`src/rtl/usr_pkg.sv`:
```
// Shared definitions for the universal shift register with burst serializer:
// IDLE-mode operation codes and the burst controller state encoding.
package usr_pkg;

    localparam logic [2:0] MODE_HOLD = 3'b000;
    localparam logic [2:0] MODE_SHR  = 3'b001;
    localparam logic [2:0] MODE_SHL  = 3'b010;
    localparam logic [2:0] MODE_ROR  = 3'b011;
    localparam logic [2:0] MODE_ROL  = 3'b100;
    localparam logic [2:0] MODE_LOAD = 3'b101;

    typedef enum logic [1:0] {
        IDLE  = 2'd0,
        SHIFT = 2'd1,
        DONE  = 2'd2
    } state_t;

endpackage

```
`src/rtl/usr_burst_ctrl.sv`:
```
// Burst serializer controller: sequences a load followed by WIDTH right shifts,
// drives the busy flag and a one-cycle done pulse, and tells the datapath
// when to load or shift. A synchronous clear (inz) abandons any burst.
module usr_burst_ctrl
    import usr_pkg::*;
#(
    parameter int WIDTH = 8,
    parameter int CNT_W = $clog2(WIDTH + 1)
) (
    input  logic clk,
    input  logic Re,
    input  logic inz,
    input  logic start,
    output logic busy,
    output logic done,
    output logic load_en,
    output logic shift_en
);

    state_t           state;
    state_t           state_next;
    logic [CNT_W-1:0] cnt;
    logic [CNT_W-1:0] cnt_next;
    logic             busy_next;
    logic             done_next;

    // State, bit counter and the registered handshake flags.
    always_ff @(posedge clk or negedge Re) begin
        if (!Re) begin
            state <= IDLE;
            cnt   <= '0;
            busy  <= 1'b0;
            done  <= 1'b0;
        end else begin
            state <= state_next;
            cnt   <= cnt_next;
            busy  <= busy_next;
            done  <= done_next;
        end
    end

    // Next-state logic; the shift that sees cnt==1 is the last one, so the
    // counter stops at zero and never wraps.
    always_comb begin
        state_next = state;
        cnt_next   = cnt;
        busy_next  = busy;
        done_next  = 1'b0;
        load_en    = 1'b0;
        shift_en   = 1'b0;
        if (inz) begin
            state_next = IDLE;
            cnt_next   = '0;
            busy_next  = 1'b0;
        end else begin
            case (state)
                IDLE: begin
                    if (start) begin
                        load_en    = 1'b1;
                        cnt_next   = CNT_W'(WIDTH);
                        busy_next  = 1'b1;
                        state_next = SHIFT;
                    end
                end
                SHIFT: begin
                    shift_en = 1'b1;
                    cnt_next = cnt - CNT_W'(1);
                    if (cnt == CNT_W'(1)) begin
                        state_next = DONE;
                        busy_next  = 1'b0;
                        done_next  = 1'b1;
                    end
                end
                DONE: begin
                    state_next = IDLE;
                end
                default: begin
                    state_next = IDLE;
                    cnt_next   = '0;
                    busy_next  = 1'b0;
                end
            endcase
        end
    end

endmodule

```
`src/rtl/usr_shift_burst.sv`:
```
// Parametrised universal shift register with rotate, parallel load, serial
// output and a burst serializer that shifts a loaded word out LSB-first.
// Optional feature macro: USR_PARITY_EN adds a registered even-parity output
// of the register contents.
module usr_shift_burst
    import usr_pkg::*;
#(
    parameter  int WIDTH = 8,
    localparam int CNT_W = $clog2(WIDTH + 1)
) (
    input  logic             clk,
    input  logic             Re,
    input  logic             inz,
    input  logic [2:0]       mode,
    input  logic             sIn,
    input  logic [WIDTH-1:0] pIn,
    input  logic             start,
    output logic [WIDTH-1:0] Q,
    output logic             sOut,
    output logic             busy,
    output logic             done
`ifdef USR_PARITY_EN
    ,
    output logic             parity
`endif
);

    logic             load_en;
    logic             shift_en;
    logic             mode_en;
    logic [WIDTH-1:0] q_next;

    usr_burst_ctrl #(
        .WIDTH (WIDTH),
        .CNT_W (CNT_W)
    ) u_ctrl (
        .clk      (clk),
        .Re       (Re),
        .inz      (inz),
        .start    (start),
        .busy     (busy),
        .done     (done),
        .load_en  (load_en),
        .shift_en (shift_en)
    );

    // busy marks SHIFT and done marks DONE, so both low means IDLE; a start
    // request in IDLE outranks the mode operation.
    assign mode_en = !busy && !done && !start;

    // Register next value: clear beats burst, burst beats the mode decode.
    always_comb begin
        q_next = Q;
        if (inz) begin
            q_next = '0;
        end else if (load_en) begin
            q_next = pIn;
        end else if (shift_en) begin
            q_next = {sIn, Q[WIDTH-1:1]};
        end else if (mode_en) begin
            case (mode)
                MODE_HOLD: q_next = Q;
                MODE_SHR:  q_next = {sIn, Q[WIDTH-1:1]};
                MODE_SHL:  q_next = {Q[WIDTH-2:0], sIn};
                MODE_ROR:  q_next = {Q[0], Q[WIDTH-1:1]};
                MODE_ROL:  q_next = {Q[WIDTH-2:0], Q[WIDTH-1]};
                MODE_LOAD: q_next = pIn;
                default:   q_next = Q;
            endcase
        end
    end

    // Shift register storage.
    always_ff @(posedge clk or negedge Re) begin
        if (!Re) begin
            Q <= '0;
        end else begin
            Q <= q_next;
        end
    end

    // Serial output taps the LSB when data leaves to the right, else the MSB.
    assign sOut = (busy || (mode == MODE_SHR)) ? Q[0] : Q[WIDTH-1];

`ifdef USR_PARITY_EN
    // Parity tracks the value being written so it lines up with Q.
    always_ff @(posedge clk or negedge Re) begin
        if (!Re) begin
            parity <= 1'b0;
        end else begin
            parity <= ^q_next;
        end
    end
`endif

endmodule
```
`config.mk`:
```
export PLATFORM = sky130hd
export DESIGN_NAME = usr_shift_burst
export DESIGN_NICKNAME = d
export VERILOG_FILES = /design/src/rtl/usr_pkg.sv /design/src/rtl/usr_burst_ctrl.sv /design/src/rtl/usr_shift_burst.sv
export SDC_FILE = /design/constraint.sdc
export NUM_CORES = 1
export LEC_CHECK = 0
export CAP_MARGIN = 10
export CORE_ASPECT_RATIO = 0.8
export CORE_MARGIN = 2
export CORE_UTILIZATION = 44
export DETAILED_ROUTE_END_ITERATION = 6
export DONT_BUFFER_PORTS = 1
export GPL_TIMING_DRIVEN = 0
export SETUP_SLACK_MARGIN = 0.4
export SYNTH_ARGS = -nofsm -noshare
export SYNTH_HDL_FRONTEND = slang
export SYNTH_SLANG_ARGS = --single-unit
export TNS_END_PERCENT = 10
```
`constraint.sdc`:
```
create_clock -name clk -period 2.35 [get_ports clk]
set_clock_uncertainty 0.15 [all_clocks]
set_input_delay 0.705 -clock clk [delete_from_list [all_inputs] [get_ports clk]]
set_output_delay 0.705 -clock clk [all_outputs]
set_load 0.005 [all_outputs]
```
==> results.json <==
{
  "critPathKind": "in -> out",
  "cap_violations": 0,
  "min_period_over_period_pct": 90.47,
  "synth-main-ff-cell": "dfrtp_1",
  "grt_pass1_vias": 985,
  "top_usage_layer": "met2",
  "drt_iter0_drc": 59,
  "fin_crit_ps": 2126,
  "grt_first_pass_wirelength_um": 5092,
  "fin_nets": 152,
  "p_per_area_nw_per_um2": 552.2,
  "cp-start-kind": "input pin",
  "io_pins": 27,
  "switchingPower_w": 0.0002596,
  "rsz0062_at_grt": "yes",
  "ys_seq_elements": 16,
  "hp-class": "in -> reg",
  "syn_nets": 145,
  "status": "finished, final reports clean",
  "wl_um": 3041,
  "met1_usage_pct": 28.91,
  "cts_buffer_depth": 2,
  "syn_area_um2": 1192,
  "synth-edff-count": 0,
  "syn_inst": 127,
  "cts_tree": "yes",
  "place.gp.congestion": 0.8254,
  "finalSetupTns_ps": 0,
  "clock-root-buffer": "clkbuf_4",
  "antenna_found_initial": 0,
  "grt_max_degree": 17,
  "max_freq_mhz": 470.3,
  "use_met2_pct": 31.34,
  "arrival_ps": 1270,
  "crit_path_max_fanout": 2,
  "antenna_cells": 0,
  "cts.htree.levels": 1,
  "synth.distinct_cells": 45,
  "grtUsageTotal_pct": 20.69,
  "yosysSeqAreaShare_pct": 33.58,
  "critical_path_required_ps": 1490,
  "worst_pin_slew_ps": 754.7,
  "num_rows": 16,
  "syn_to_final_growth_pct": 11.54,
  "clock_power_share_pct": 20.2,
  "dieArea_um2": 3145,
  "reg2reg_setup_slack_ps": 540,
  "utilization_pct": 53.15,
  "clkSinkCount": 16,
  "overflow": 0,
  "cp-end-kind": "output pin",
  "cts_made_buffers": 3,
  "core_region_area_um2": 2502,
  "die_w_um": 62.20,
  "internal_power_w": 0.0004749,
  "die_y_um": 50.56,
  "drv_slew": 0,
  "vias_per_cell": 6.119,
  "hold_viol": 0,
  "fin_total_pwr_w": 0.0007345,
  "irDropWorstVdd_v": 0.0003018,
  "syn_avg_cell_area_um2": 9.389,
  "grt_util_met3_pct": 7.399,
  "netSwitchingFraction_pct": 35.34,
  "holdWs_ps": 389.8,
  "wire_per_inst_um": 18.10,
  "seqPwrFrac_pct": 47.8,
  "dr.pass1.iters": 4,
  "via_count": 1028,
  "hpwl_um": 2241,
  "clk_pin_slew_ps": 100,
  "leakagePower_nw": 0.5374,
  "setup_viol": 0,
  "drtAntennaViolNets": 0,
  "drive_gt1_share_pct": 14.39,
  "slew_headroom_pct": 49.52,
  "ys_async_sr_fraction_pct": 100.0,
  "numPortBuffers": 0,
  "initial_core_util_pct": 47.65,
  "combinationalPowerShare_pct": 32.0,
  "ys_warn_count": 0,
  "drc_errors": 0,
  "insertion_delay_ps": 290
}
==> Yosys cell counts, types with 2 or more instances <==
cell | number | area, um^2
mux2i_1 | 10 | 100.1
o2bb2ai_1 | 7 | 61.31
nor2b_1 | 3 | 18.77
a221oi_1 | 3 | 26.28
buf_2 | 2 | 10.01
o21ai_0 | 3 | 15.01
nand3_1 | 5 | 25.02
o31ai_1 | 3 | 22.52
nor3_1 | 3 | 15.01
buf_6 | 2 | 22.52
nand2b_1 | 3 | 18.77
o21ai_1 | 5 | 25.02
nor2_1 | 13 | 48.80
ha_1 | 2 | 25.02
a21o_1 | 2 | 15.01
nand2_1 | 5 | 18.77
a22oi_1 | 4 | 30.03
inv_1 | 4 | 15.01
a21oi_1 | 4 | 20.02
dfrtp_1 | 16 | 400.4
a32oi_1 | 4 | 35.03
==> layout by cell type, fill, tap and decap left out, types with 4 or more instances in the layout <==
cell / synthesis / layout
nand3_1: 5 / 5
o21ai_1: 5 / 5
nand2_1: 5 / 5
a32oi_1: 4 / 4
dfrtp_1: 16 / 16
nor2_1: 13 / 12
o2bb2ai_1: 7 / 7
inv_1: 4 / 4
mux2i_1: 10 / 10
a22oi_1: 4 / 4
==> final cells by class <==
cell class / instances / area (um^2)
Buffer: 6 / 73.82
Clock buffer: 3 / 22.52
Fill cell: 234 / 1172
Inverter: 4 / 15.01
Multi-Input combinational cell: 101 / 755.7
Sequential cell: 16 / 400.4
Tap cell: 36 / 45.04
Timing Repair Buffer: 2 / 17.52
==> through the flow <==
| stage | instance area, um^2 | std cells | setup WS (ps) |
|---|---|---|---|
| after floorplan | 1227 | 127 | 219.8 |
| final | 1330 | 168 | 223.8 |
| after global placement | 1272 | 163 | 200.9 |
| after CTS | 1330 | 168 | 223.5 |
| after detailed placement | 1272 | 163 | 195.7 |
| after global routing | 1330 | 168 | 206.6 |
==> per-layer routing <==
layer | up-vias | share of wire (%)
met5 | - | 0
met4 | 0 | 0.33
met3 | 2 | 8.1
met2 | 43 | 45
met1 | 492 | 46
li1 | 491 | -
==> repair_timing <==
action	in CTS	in global routing
setup buffers	1	0
hold buffers	1	0
endpoints found under the hold margin	16	0
endpoints found under the setup margin	1	8
resized for setup	3	0
pin swaps	2	0
==> path summary, 6_finish.rpt <==
path / to / startpoint / depth (start not counted)
min: Q[5] / pIn[5] / 2
min in group asynchronous: Q[7] / Re / 1
min reg2reg: u_ctrl.cnt[1] / u_ctrl.cnt[1] / 2
max: sOut / mode[2] / 4
max reg2reg: Q[3] / u_ctrl.state[0] / 5
max in group asynchronous: u_ctrl.cnt[1] / Re / 1
==> kinds of logic after synthesis <==
logic type | Yosys count | share of synthesized area, %
fa+ha+maj | 2 | 2.098
flops | 16 | 33.58
mux | 11 | 9.339
xor+xnor | 2 | 1.469
simple gates | 43 | 21.09
compound gates | 43 | 27.49
buf+inv | 10 | 4.931
==> flip-flops by register name (all words and copies together), names as in the netlist <==
name          count
Q                 8
u_ctrl.cnt        4
u_ctrl.state      2
u_ctrl.busy       1
u_ctrl.done       1
==> worst max-delay path, cell delays in order <==
cell     delay [ps]
buf_12          100
nor2_4           90
a21oi_4          60
mux2_4          310
==> power by group through the flow <==
stage | combinational [W] | clock (W) | sequential (W)
after detailed placement | 0.000222 | 0 | 0.000355
after global placement | 0.000217 | 0 | 0.000354
after floorplan | 0.000188 | 0 | 0.000340
after CTS | 0.000235 | 0.000150 | 0.000351
after global routing | 0.000263 | 0.000162 | 0.000357
final | 0.000235 | 0.000148 | 0.000351
Power figures use the tool's default switching activity.
